`src/rtl/disp_sched.sv`:
```
// Display scheduler: shares the seven-digit display between a live source (A)
// and a one-shot message source (B), with blank gaps around each message.
// Optional feature macro: DISP_SCHED_BLINK_EN (blink the message while shown).
module disp_sched #(
    parameter int unsigned DWELL      = 100_000_000,
    parameter int unsigned GAP        = 4,
    parameter int unsigned CW         = 27,
    parameter int unsigned BLINK_HALF = 25_000_000
) (
    input  logic        CLK100MHZ,
    input  logic        CPU_RESETN,
    input  logic [27:0] dig_a,
    input  logic        b_valid,
    output logic        b_ready,
    input  logic [27:0] dig_b,
    input  logic        abort,
    output logic [27:0] dig_out,
    output logic [6:0]  blank,
    output logic        busy,
    output logic        done
);

    typedef enum logic [1:0] {StShowA, StBlank1, StShowB, StBlank2} state_e;

    // A zero dwell still shows the message for one cycle.
    localparam int unsigned   DW       = (DWELL == 0) ? 1 : DWELL;
    localparam logic [CW-1:0] DWELL_M1 = CW'(DW - 1);
    localparam logic [CW-1:0] GAP_M1   = CW'((GAP == 0) ? 0 : GAP - 1);

    state_e        state_q, state_d;
    logic [CW-1:0] cnt_q, cnt_d;
    logic [27:0]   msg_q, msg_d;
    logic [27:0]   dig_d;
    logic [6:0]    blank_d;
    logic          ready_d, busy_d, done_d;

    // Digits 10..15 are never shown; they blank their position.
    function automatic logic [6:0] blank_of(input logic [27:0] d);
        logic [6:0] m;
        for (int i = 0; i < 7; i++) begin
            m[i] = (d[4*i +: 4] > 4'd9);
        end
        return m;
    endfunction

`ifdef DISP_SCHED_BLINK_EN
    localparam int unsigned   BH    = (BLINK_HALF == 0) ? 1 : BLINK_HALF;
    localparam logic [CW-1:0] BH_M1 = CW'(BH - 1);

    logic          phase_q, phase_d;
    logic [CW-1:0] bcnt_q, bcnt_d;

    // Blink phase and half-period counter; held at "visible" outside SHOW_B.
    always_ff @(posedge CLK100MHZ or negedge CPU_RESETN) begin
        if (!CPU_RESETN) begin
            phase_q <= 1'b0;
            bcnt_q  <= '0;
        end else begin
            phase_q <= phase_d;
            bcnt_q  <= bcnt_d;
        end
    end
`else
    // BLINK_HALF has no effect without blink support.
    logic unused_blink_half;
    assign unused_blink_half = ^BLINK_HALF;
`endif

    // Scheduler state and registered display outputs.
    always_ff @(posedge CLK100MHZ or negedge CPU_RESETN) begin
        if (!CPU_RESETN) begin
            state_q <= StShowA;
            cnt_q   <= '0;
            msg_q   <= '0;
            dig_out <= '0;
            blank   <= 7'h7F;
            b_ready <= 1'b0;
            busy    <= 1'b0;
            done    <= 1'b0;
        end else begin
            state_q <= state_d;
            cnt_q   <= cnt_d;
            msg_q   <= msg_d;
            dig_out <= dig_d;
            blank   <= blank_d;
            b_ready <= ready_d;
            busy    <= busy_d;
            done    <= done_d;
        end
    end

    // Next-state and next-output logic.
    always_comb begin
        state_d = state_q;
        cnt_d   = cnt_q;
        msg_d   = msg_q;
        dig_d   = dig_out;
        blank_d = blank;
        ready_d = b_ready;
        done_d  = 1'b0;
`ifdef DISP_SCHED_BLINK_EN
        phase_d = 1'b0;
        bcnt_d  = BH_M1;
`endif
        unique case (state_q)
            StShowA: begin
                dig_d   = dig_a;
                blank_d = blank_of(dig_a);
                ready_d = 1'b1;
                if (b_valid && b_ready) begin
                    msg_d   = dig_b;
                    ready_d = 1'b0;
                    if (GAP == 0) begin
                        state_d = StShowB;
                        cnt_d   = DWELL_M1;
                        dig_d   = dig_b;
                        blank_d = blank_of(dig_b);
                    end else begin
                        state_d = StBlank1;
                        cnt_d   = GAP_M1;
                        blank_d = 7'h7F;
                    end
                end
            end
            StBlank1: begin
                blank_d = 7'h7F;
                if (cnt_q == '0) begin
                    state_d = StShowB;
                    cnt_d   = DWELL_M1;
                    dig_d   = msg_q;
                    blank_d = blank_of(msg_q);
                end else begin
                    cnt_d = cnt_q - 1'b1;
                end
            end
            StShowB: begin
                dig_d   = msg_q;
                blank_d = blank_of(msg_q);
`ifdef DISP_SCHED_BLINK_EN
                phase_d = (bcnt_q == '0) ? ~phase_q : phase_q;
                bcnt_d  = (bcnt_q == '0) ? BH_M1 : bcnt_q - 1'b1;
                if (phase_d) blank_d = 7'h7F;
`endif
                if (cnt_q == '0) begin
                    if (GAP == 0) begin
                        state_d = StShowA;
                        dig_d   = dig_a;
                        blank_d = blank_of(dig_a);
                        ready_d = 1'b1;
                        done_d  = 1'b1;
                    end else begin
                        state_d = StBlank2;
                        cnt_d   = GAP_M1;
                        blank_d = 7'h7F;
                    end
                end else begin
                    cnt_d = cnt_q - 1'b1;
                end
            end
            StBlank2: begin
                blank_d = 7'h7F;
                if (cnt_q == '0) begin
                    state_d = StShowA;
                    dig_d   = dig_a;
                    blank_d = blank_of(dig_a);
                    ready_d = 1'b1;
                    done_d  = 1'b1;
                end else begin
                    cnt_d = cnt_q - 1'b1;
                end
            end
            default: state_d = StShowA;
        endcase

        // Cancel wins over normal completion and never signals done.
        if (abort && state_q != StShowA) begin
            state_d = StShowA;
            dig_d   = dig_a;
            blank_d = blank_of(dig_a);
            ready_d = 1'b1;
            done_d  = 1'b0;
        end

        busy_d = (state_d != StShowA);
    end

endmodule

```
`config.mk`:
```
export PLATFORM = sky130hd
export DESIGN_NAME = disp_sched
export DESIGN_NICKNAME = d
export VERILOG_FILES = /design/src/rtl/disp_sched.sv
export SDC_FILE = /design/constraint.sdc
export NUM_CORES = 1
export LEC_CHECK = 0
export CORE_MARGIN = 1.5
export CORE_UTILIZATION = 35
export CTS_CLUSTER_SIZE = 30
export DETAILED_ROUTE_END_ITERATION = 7
export GPL_TIMING_DRIVEN = 0
export PLACE_DENSITY = 0.58
export SYNTH_ARGS = -nofsm -noshare
export SYNTH_HDL_FRONTEND = slang
export SYNTH_SLANG_ARGS = --single-unit
```
`constraint.sdc`:
```
create_clock -name CLK100MHZ -period 5.2 [get_ports CLK100MHZ]
set_input_delay 0.52 -clock CLK100MHZ [delete_from_list [all_inputs] [get_ports CLK100MHZ]]
set_output_delay 0.52 -clock CLK100MHZ [all_outputs]
set_load 0.02 [all_outputs]
```
=== After elaboration in Yosys (flattened, before gate mapping) ===
Cells that the tools add are included.

* Bits of input ports: 60
* Memory bits (read-only): 0
* Memories kept: 0
* Register bits after elaboration: 95
* Latch bits: 0
* RAM bits: 0

* Multiplexer cells: 28
* Bitwise logic cells: 0
* $add $sub $neg: 1
* $lt $le $gt $ge: 14
* Equality and inequality tests: 7
* Divide/modulo/power cells: 0
* Reductions and logical operators: 11
* Shift-type cells: 0
* $mul: 0

{| class="wikitable"
|+ Operators by type and width
! cell !! count
|-
| $pmux W28 S4 || 1
|-
| $mux W27 || 4
|-
| $pmux W27 S4 || 1
|-
| $mux W28 || 3
|-
| $gt A4 B4 Y1 const B || 14
|-
| $mux W7 || 5
|-
| $pmux W7 S4 || 1
|-
| $logic_not A27 Y1 || 1
|-
| $sub A27 B1 Y27 const B || 1
|-
| $mux W2 || 5
|-
| $pmux W2 S4 || 1
|-
| $reduce_and A2 Y1 || 4
|-
| $mux W1 || 6
|-
| $ne A3 B3 Y1 const B || 2
|-
| $eq A2 B2 Y1 const B || 2
|-
| $ne A2 B2 Y1 const B || 2
|-
| $reduce_bool A2 Y1 || 2
|-
| $reduce_bool A3 Y1 || 1
|-
| $eq A2 B1 Y1 const B || 1
|-
| $logic_and A1 B1 Y1 || 2
|-
| $logic_not A2 Y1 || 1
|-
| $pmux W1 S2 || 1
|}

=== Logic depth before layout (Yosys ltp) ===
Gate-level depths: netlist of run 1.

* Depth in word-level cells: 5
* Mapped depth: 10
* Gate-level depth less buffers: 8

=== Worst setup path before layout of run 1 ===
Ideal clock, no wire load.

* Path type: reg2reg
* Start point: register cnt_q[0]
* End point: register cnt_q[13]
* Data arrival time: 2.192 ns
* Setup time: 0.126 ns
* Period minus slack after synthesis: 2.317 ns
* Cell stages (with the launch flop): 11
* Data required time: 5.074 ns
* Path slack: 2.883 ns
* Cells stage by stage: dfrtp_1 > inv_1 > ha_1 > or4b_1 > nor3_4 > and3_4 > buf_6 > o31a_4 > buf_6 > a21oi_2 > a221o_1

* Cells in the longest elaborated chain, start to end: 3
* Elaborated cells between the ends (all ways): 8
* Classes of those cells: 1 x add/sub; 1 x eq/ne; 4 x mux; 2 x reduce/logical

{| class="wikitable"
|+ RTL lines
! element !! line !! source
|-
| from (decl) || 31 || <nowiki>logic [CW-1:0] cnt_q, cnt_d;</nowiki>
|-
| from (signal assigned) || 82 || <nowiki>cnt_q <= cnt_d;</nowiki>
|-
| $sub A27 B1 Y27 or $logic_not A27 Y1 (tied branches) || -- ||
|-
| $mux W27, or another cell as far along || 162 || <nowiki>if (cnt_q == '0) begin</nowiki>
|-
| $pmux W27 S4 or $reduce_and A2 Y1 (tied branches) || -- ||
|}

Parallel ways exist; a longest one is shown, timed or not. The select of a mux whose other input is x is not followed.
A chain may end at the register's enable or synchronous reset.

=== Final worst setup path of run 1 ===
* Start point: register state_q[1]
* End point: register cnt_q[17]

* Cells in the longest elaborated chain, start to end: 3
* Elaborated cells between the ends (all ways): 8
* Classes of those cells: 5 x eq/ne; 1 x mux; 2 x reduce/logical

{| class="wikitable"
|+ RTL lines
! element !! line !! source
|-
| from (decl) || 30 || <nowiki>state_e state_q, state_d;</nowiki>
|-
| from (signal assigned) || 72 || <nowiki>state_q <= StShowA;</nowiki>
|-
| from (signal assigned) || 81 || <nowiki>state_q <= state_d;</nowiki>
|-
| $eq A2 B2 Y1 or $logic_not A2 Y1 (tied branches) || 105 || <nowiki>unique case (state_q)</nowiki>
|-
| $ne A2 B2 Y1 (no line) || -- ||
|-
| $reduce_and A2 Y1 (no line) || -- ||
|}

Parallel ways exist; a longest one is shown, timed or not.

==> results of run 1 <==
layer usage:
metal,vias up,global-route usage
met5,-,0
met4,0,0.08155
met3,19,0.04247
met2,97,0.3085
met1,1888,0.2392
li1,1840,-
worst max-delay path: stages, from the launching register on:
cell and delay, ns:
dfrtp_1 0.43, inv_1 0.10, ha_1 0.24, or2_2 0.14
clkbuf_1 0.48, nor2_1 0.19, nor3_1 0.64, clkbuf_1 0.43
a21oi_1 0.14, a31oi_1 0.17
cell families (layout without fill, tap and decap cells):
logic type	after synthesis	in the layout	synth area share
mux	57	57	0.1300
fa+ha+maj	5	5	0.01343
compound gates	128	128	0.1755
buf+inv	37	151	0.03600
flops	95	95	0.5124
xor+xnor	1	1	0.001881
simple gates	125	125	0.1308
final cells by class:
class	instances	area, um^2	area share
Timing Repair Buffer	98	996.0	0.1621
Sequential cell	95	2386	0.3882
Clock buffer	12	246.5	0.04011
Clock inverter	4	31.28	0.005090
Multi-Input combinational cell	316	2103	0.3422
Tap cell	172	215.2	0.03502
Buffer	26	126.4	0.02056
Inverter	11	41.29	0.006718
per-stage QoR:
stage                     total power [mW]  TNS, ns    util  cell area [um^2]  std cells
final                                3.842        0  0.4792              6146        734
after global routing                 4.123        0  0.4792              6146        734
after CTS                            3.879        0  0.4792              6146        734
after detailed placement             3.233        0  0.4576              5868        718
after global placement               3.186   -13.84  0.4556              5843        717
after floorplan                      2.507        0       -              4657        448
flip-flops by register name (all words and copies together) (netlist names):
| name | flops |
|---|---|
| state_q | 2 |
| b_ready | 1 |
| busy | 1 |
| blank | 7 |
| msg_q | 28 |
| cnt_q | 27 |
| dig_out | 28 |
| done | 1 |
cell usage in the layout, fill, tap and decap left out, types with 3 or more instances in the layout:
cell             netlist  routed
a31oi_1               20      20
nand2_1               52      52
clkbuf_1              17      19
a21oi_1               19      19
mux2i_1               29      29
nand2b_1               3       3
or3_1                  8       8
ha_1                   5       5
a22o_1                 3       3
o21a_1                 7       7
dfstp_2                7       7
a21o_1                 5       5
nor3_1                12      12
clkbuf_16              0       9
dfrtp_1               88      88
inv_1                 11      11
nor2_1                25      25
nand3_1                8       8
o211ai_1               7       7
mux2_2                28      28
o31ai_1                4       4
nor4_1                 3       3
buf_2                  5       5
buf_6                  3       3
clkdlybuf4s50_1        0      96
o21ai_0               47      47
clkinv_4               0       3
worst min path at each step:
stage / slack [ns] / from / to
final: 0.10 / CPU_RESETN / cnt_q[11]
after global routing: 0.14 / CPU_RESETN / cnt_q[11]
after CTS: 0.11 / CPU_RESETN / cnt_q[11]
after detailed placement: 0.46 / cnt_q[21] / cnt_q[21]
after global placement: 0.45 / cnt_q[21] / cnt_q[21]
after floorplan: 0.22 / CPU_RESETN / b_ready
power by group through the flow:
stage	registers [mW]	clock network [mW]	logic [mW]
floorplan	1.46	0	1.05
global placement	1.33	0	1.86
detailed placement	1.34	0	1.89
CTS	1.33	0.647	1.90
global route	1.38	0.678	2.07
finish	1.33	0.630	1.88
==> impl_metrics.toml, run 1 <==
[synthesis]
syn-cell-area_um2 = 4657
synth_commonest_cells = "88 x dfrtp_1, 52 x nand2_1, 47 x o21ai_0"
ys.flop_type = "dfrtp_1"
syn_nets = 513
yosysWarningCount = 0
synth_edf_count = 0
ys_ff_latch = 95
synth_seq_area_share = 0.5124
synthTopCellsByArea = "dfrtp_1 47%, mux2_2 6.8%, mux2i_1 6.2%"
ys_types = 53
yosysMostFrequentCell = "dfrtp_1"
avgSynthCellArea_um2 = 10.40
synth_top_cell_area_share = 0.4729
syn_inst = 448
synth_area_leader_cell = "dfrtp_1"
async_reset_ff_frac = 1.000

[sta]
rsz0062_at_grt = "false"
hold_viol_final = 0
fin_crit_sh = 0.5851
worst_pin_slew_ns = 1.087
min_period_ns = 3.042
fin_hold_ws_ns = 0.1028
setup_ws_ns = 2.158
slew_headroom = 0.2692
final-max-slew-violation-count = 0
finalSetupViolations = 0
max_freq_mhz = 328.7
skew_ns = 0.009940

[pwr]
power.internal_mw = 2.252
power_density_nw_per_um2 = 625.1
p_sw_frac = 0.4138
combPwrFrac = 0.490
peakVddDrop_uv = 276.9
power_frac_seq = 0.346
p_switching_mw = 1.590
p_leak_nw = 2.656
clockPowerShare = 0.164

[drt]
drtAntennaViolNets = 0
met1Wirelength_mm = 5.512
maxUsedRoutingLayer = "met4"
drc = 0
vias = 3844
wirelength_mm = 12.56
routedWlPerCell_um = 17.12
vias_per_cell = 5.237
dr.pass1.iters = 4
drt_iter0_drc = 163
met2WireLength_mm = 6.055
wl_met3_um = 679

[die]
die_h_um = 118.4
die_w_um = 118.4
num_rows = 41
dieArea_um2 = 14010
start_util = 0.3631
io_pins = 98
core_area_um2 = 12820

[grt]
antenna_found_initial = 0
grt_pass1_vias = 4068
grt_usage = 0.1886
grt_pass1_wl_mm = 20.75
grt_start_max_net_pins = 69
gr-total-overflow = 0

[setup_path]
cp-end-kind = "flop"
start_kind = "flop"
worstPathRequired_ns = 5.46
crit_path_max_fanout = 10
endpoint = "cnt_q[17]"
arrival_ns = 3.30
crit_type = "flop to flop"
crit_start = "state_q[1]"
r2r_slack_ns = 2.16
r2r_start = "state_q[1]"
timing.rr.end = "cnt_q[17]"
worst-r2r-cell-count = 9

[placed_design]
pre_cts_ws_ns = 2.126
routabilityCongestion = 0.8536
port_buffers = 97
hpwl_mm = 9.073

[clock_tree]
cts_max_path_buffers = 2
ctsResizeCount = 0
cts_buffers = 9
clock-sinks = 95
clk_latency_ns = 0.35
cts_root_buf = "clkbuf_16"
clk_pin_slew_ns = 0.07
cts_tree = "done"
h-tree-depth = 3
post_cts_buffers = 0
hold_buffers = 0

[layout]
fillers = 1230
area_growth_pct = 31.97
drive_gt1_frac = 0.1228
antenna_cells = 0
nets = 622

[worst_hold_path]
hold_path.class = "input port to async pin"

[job]
drv_cap = 0

[outcome]
status = "completed"
No activity file was read; power rests on OpenSTA's default activity.
==> run 2, diff against run 1 <==
--- a/config.mk
+++ b/config.mk
@@ -10,7 +10,7 @@
 export CTS_CLUSTER_SIZE = 30
 export DETAILED_ROUTE_END_ITERATION = 7
 export GPL_TIMING_DRIVEN = 0
-export PLACE_DENSITY = 0.58
+export PLACE_DENSITY = 0.61
 export SYNTH_ARGS = -nofsm -noshare
 export SYNTH_HDL_FRONTEND = slang
 export SYNTH_SLANG_ARGS = --single-unit
==> constraint.sdc (replaced) <==
create_clock -name CLK100MHZ -period 2.6 [get_ports CLK100MHZ]
set_input_delay 0.26 -clock CLK100MHZ [delete_from_list [all_inputs] [get_ports CLK100MHZ]]
set_output_delay 0.26 -clock CLK100MHZ [all_outputs]
set_load 0.02 [all_outputs]
==> impl_metrics.toml, run 2 (synthesis gave the netlist of run 1 again) <==
[outcome]
status = "completed"

[clock_tree]
cts_buffers = 9
clk_latency_ns = 0.36
cts_max_path_buffers = 2
clock-sinks = 95
cts_root_buf = "clkbuf_16"
h-tree-depth = 3
clk_pin_slew_ns = 0.07
cts_tree = "done"

[die]
dieArea_um2 = 14010
start_util = 0.3631
die_h_um = 118.4
num_rows = 41
die_w_um = 118.4
core_area_um2 = 12820
io_pins = 98

[sta]
max_freq_mhz = 405.0
skew_ns = 0.01074
setup_ws_ns = 0.1306
fin_crit_sh = 0.9498
finalSetupViolations = 0
final-max-slew-violation-count = 0
rsz0062_at_grt = "false"
min_period_ns = 2.469
hold_viol_final = 0
slew_headroom = 0.5515
worst_pin_slew_ns = 0.6688

[drt]
routedWlPerCell_um = 16.82
wirelength_mm = 12.38
wl_met3_um = 702
drt_iter0_drc = 170
drtAntennaViolNets = 0
vias_per_cell = 5.212
met2WireLength_mm = 5.927
vias = 3836
met1Wirelength_mm = 5.383
drc = 0
maxUsedRoutingLayer = "met4"
dr.pass1.iters = 4

[grt]
grt_start_max_net_pins = 67
antenna_found_initial = 0
grt_pass1_wl_mm = 20.14
gr-total-overflow = 0
grt_usage = 0.1840
grt_pass1_vias = 3941

[layout]
final_common_cell = "clkdlybuf4s50_1"
nets = 624
post-route-util = 0.4852
final_area_um2 = 6222
largestRegisters = "dig_out x28, msg_q x28, cnt_q x27"
final_cell_mix = "96 x clkdlybuf4s50_1, 88 x dfrtp_1, 51 x nand2_1"
area_growth_pct = 33.61
antenna_cells = 0
drive_gt1_frac = 0.1543

[placed_design]
hpwl_mm = 8.916
dpl_cell_area_um2 = 5868
pre_cts_ws_ns = -0.5176
port_buffers = 97
routabilityCongestion = 0.8161

[worst_hold_path]
hold_path.class = "input port to async pin"

[setup_path]
critPathSlowestCell = "or4b_4"
cp-end-kind = "flop"
slowest_delay_ns = 0.49
cp_cell_sequence = "inv_1 > ha_2 > or4b_4 > nor3_4 > and3_4 > buf_6 > o31a_4 > buf_6 > o21ai_0 > a21o_1"
r2r_slack_ns = 0.13
crit_path_max_fanout = 10
cpMostUsedCell = "buf_6"
start_kind = "flop"
crit_type = "flop to flop"
arrival_ns = 2.71
worstPathRequired_ns = 2.84

[pwr]
p_leak_nw = 2.707
power_density_nw_per_um2 = 1249
peakVddDrop_uv = 503.2

[job]
drv_cap = 0
run 2: changes by cell type in the layout (fill, tap and decap cells not counted), moves of 2 or more:
cell	previous run	this run
buf_4	1	4
clkbuf_1	19	10
clkbuf_2	0	7
clkinv_4	3	0
inv_6	0	5
nor3_1	12	10
run 2: per-stage QoR:
| step | power, mW | TNS (ns) | hold WS (ns) | std cells |
|---|---|---|---|---|
| floorplan | 5.015 | 0 | -0.03559 | 448 |
| global placement | 6.334 | -223.67 | 0.4525 | 717 |
| detailed placement | 6.446 | -9.594 | 0.2326 | 718 |
| CTS | 7.785 | 0 | 0.3910 | 734 |
| global route | 8.308 | 0 | 0.4374 | 736 |
| finish | 7.772 | 0 | 0.3786 | 736 |
run 2: area by class of cell:
cell class                 instances  area, um^2
fill                            1208        6603
sequential                        95        2386
multi-input combinational        316        2146
timing repair buffer             101        1021
clock buffer                      10       229.0
tap                              172       215.2
buffer                            25       135.1
clock inverter                     6       48.80
inverter                          11       41.29
run 2: where the power goes:
part           total [mW]  leakage (nW)  switching (mW)  internal [mW]
combinational        3.84          1.40            2.14           1.71
sequential           2.66          1.17           0.480           2.18
clock                1.27         0.139           0.607          0.665
total                7.77          2.71            3.22           4.55
run 2: routing by layer:
| layer | vias to the layer above | GRT usage |
|---|---|---|
| met1 | 1863 | 0.2225 |
| met4 | 0 | 0.09146 |
| li1 | 1846 | - |
| met2 | 97 | 0.3001 |
| met3 | 30 | 0.05164 |
| met5 | - | 0 |
run 2: worst paths after layout:
kind	cells after the start	from	to
setup / recovery	10	cnt_q[0]	cnt_q[21]
hold / removal	2	CPU_RESETN	cnt_q[13]
setup reg to reg	10	cnt_q[0]	cnt_q[21]
hold reg to reg	2	dig_out[24]	dig_out[24]
max in group asynchronous	3	CPU_RESETN	blank[5]
min in group CLK100MHZ	2	dig_out[24]	dig_out[24]
run 2: repair_timing:
item                       4_1_cts  5_1_grt
setup buffers                    0        2
gates resized for setup         12        7
setup endpoints to repair       55       55
hold endpoints to repair        28        0
hold buffers                     1        0
pin swaps                        0        0
run 2: worst max-delay path, delay by kind of cell (launching register included):
kind            cells  cell delay [ns]
flops               1             0.40
buf+inv             3             0.38
simple gates        3             0.91
fa+ha+maj           1             0.19
compound gates      3             0.49
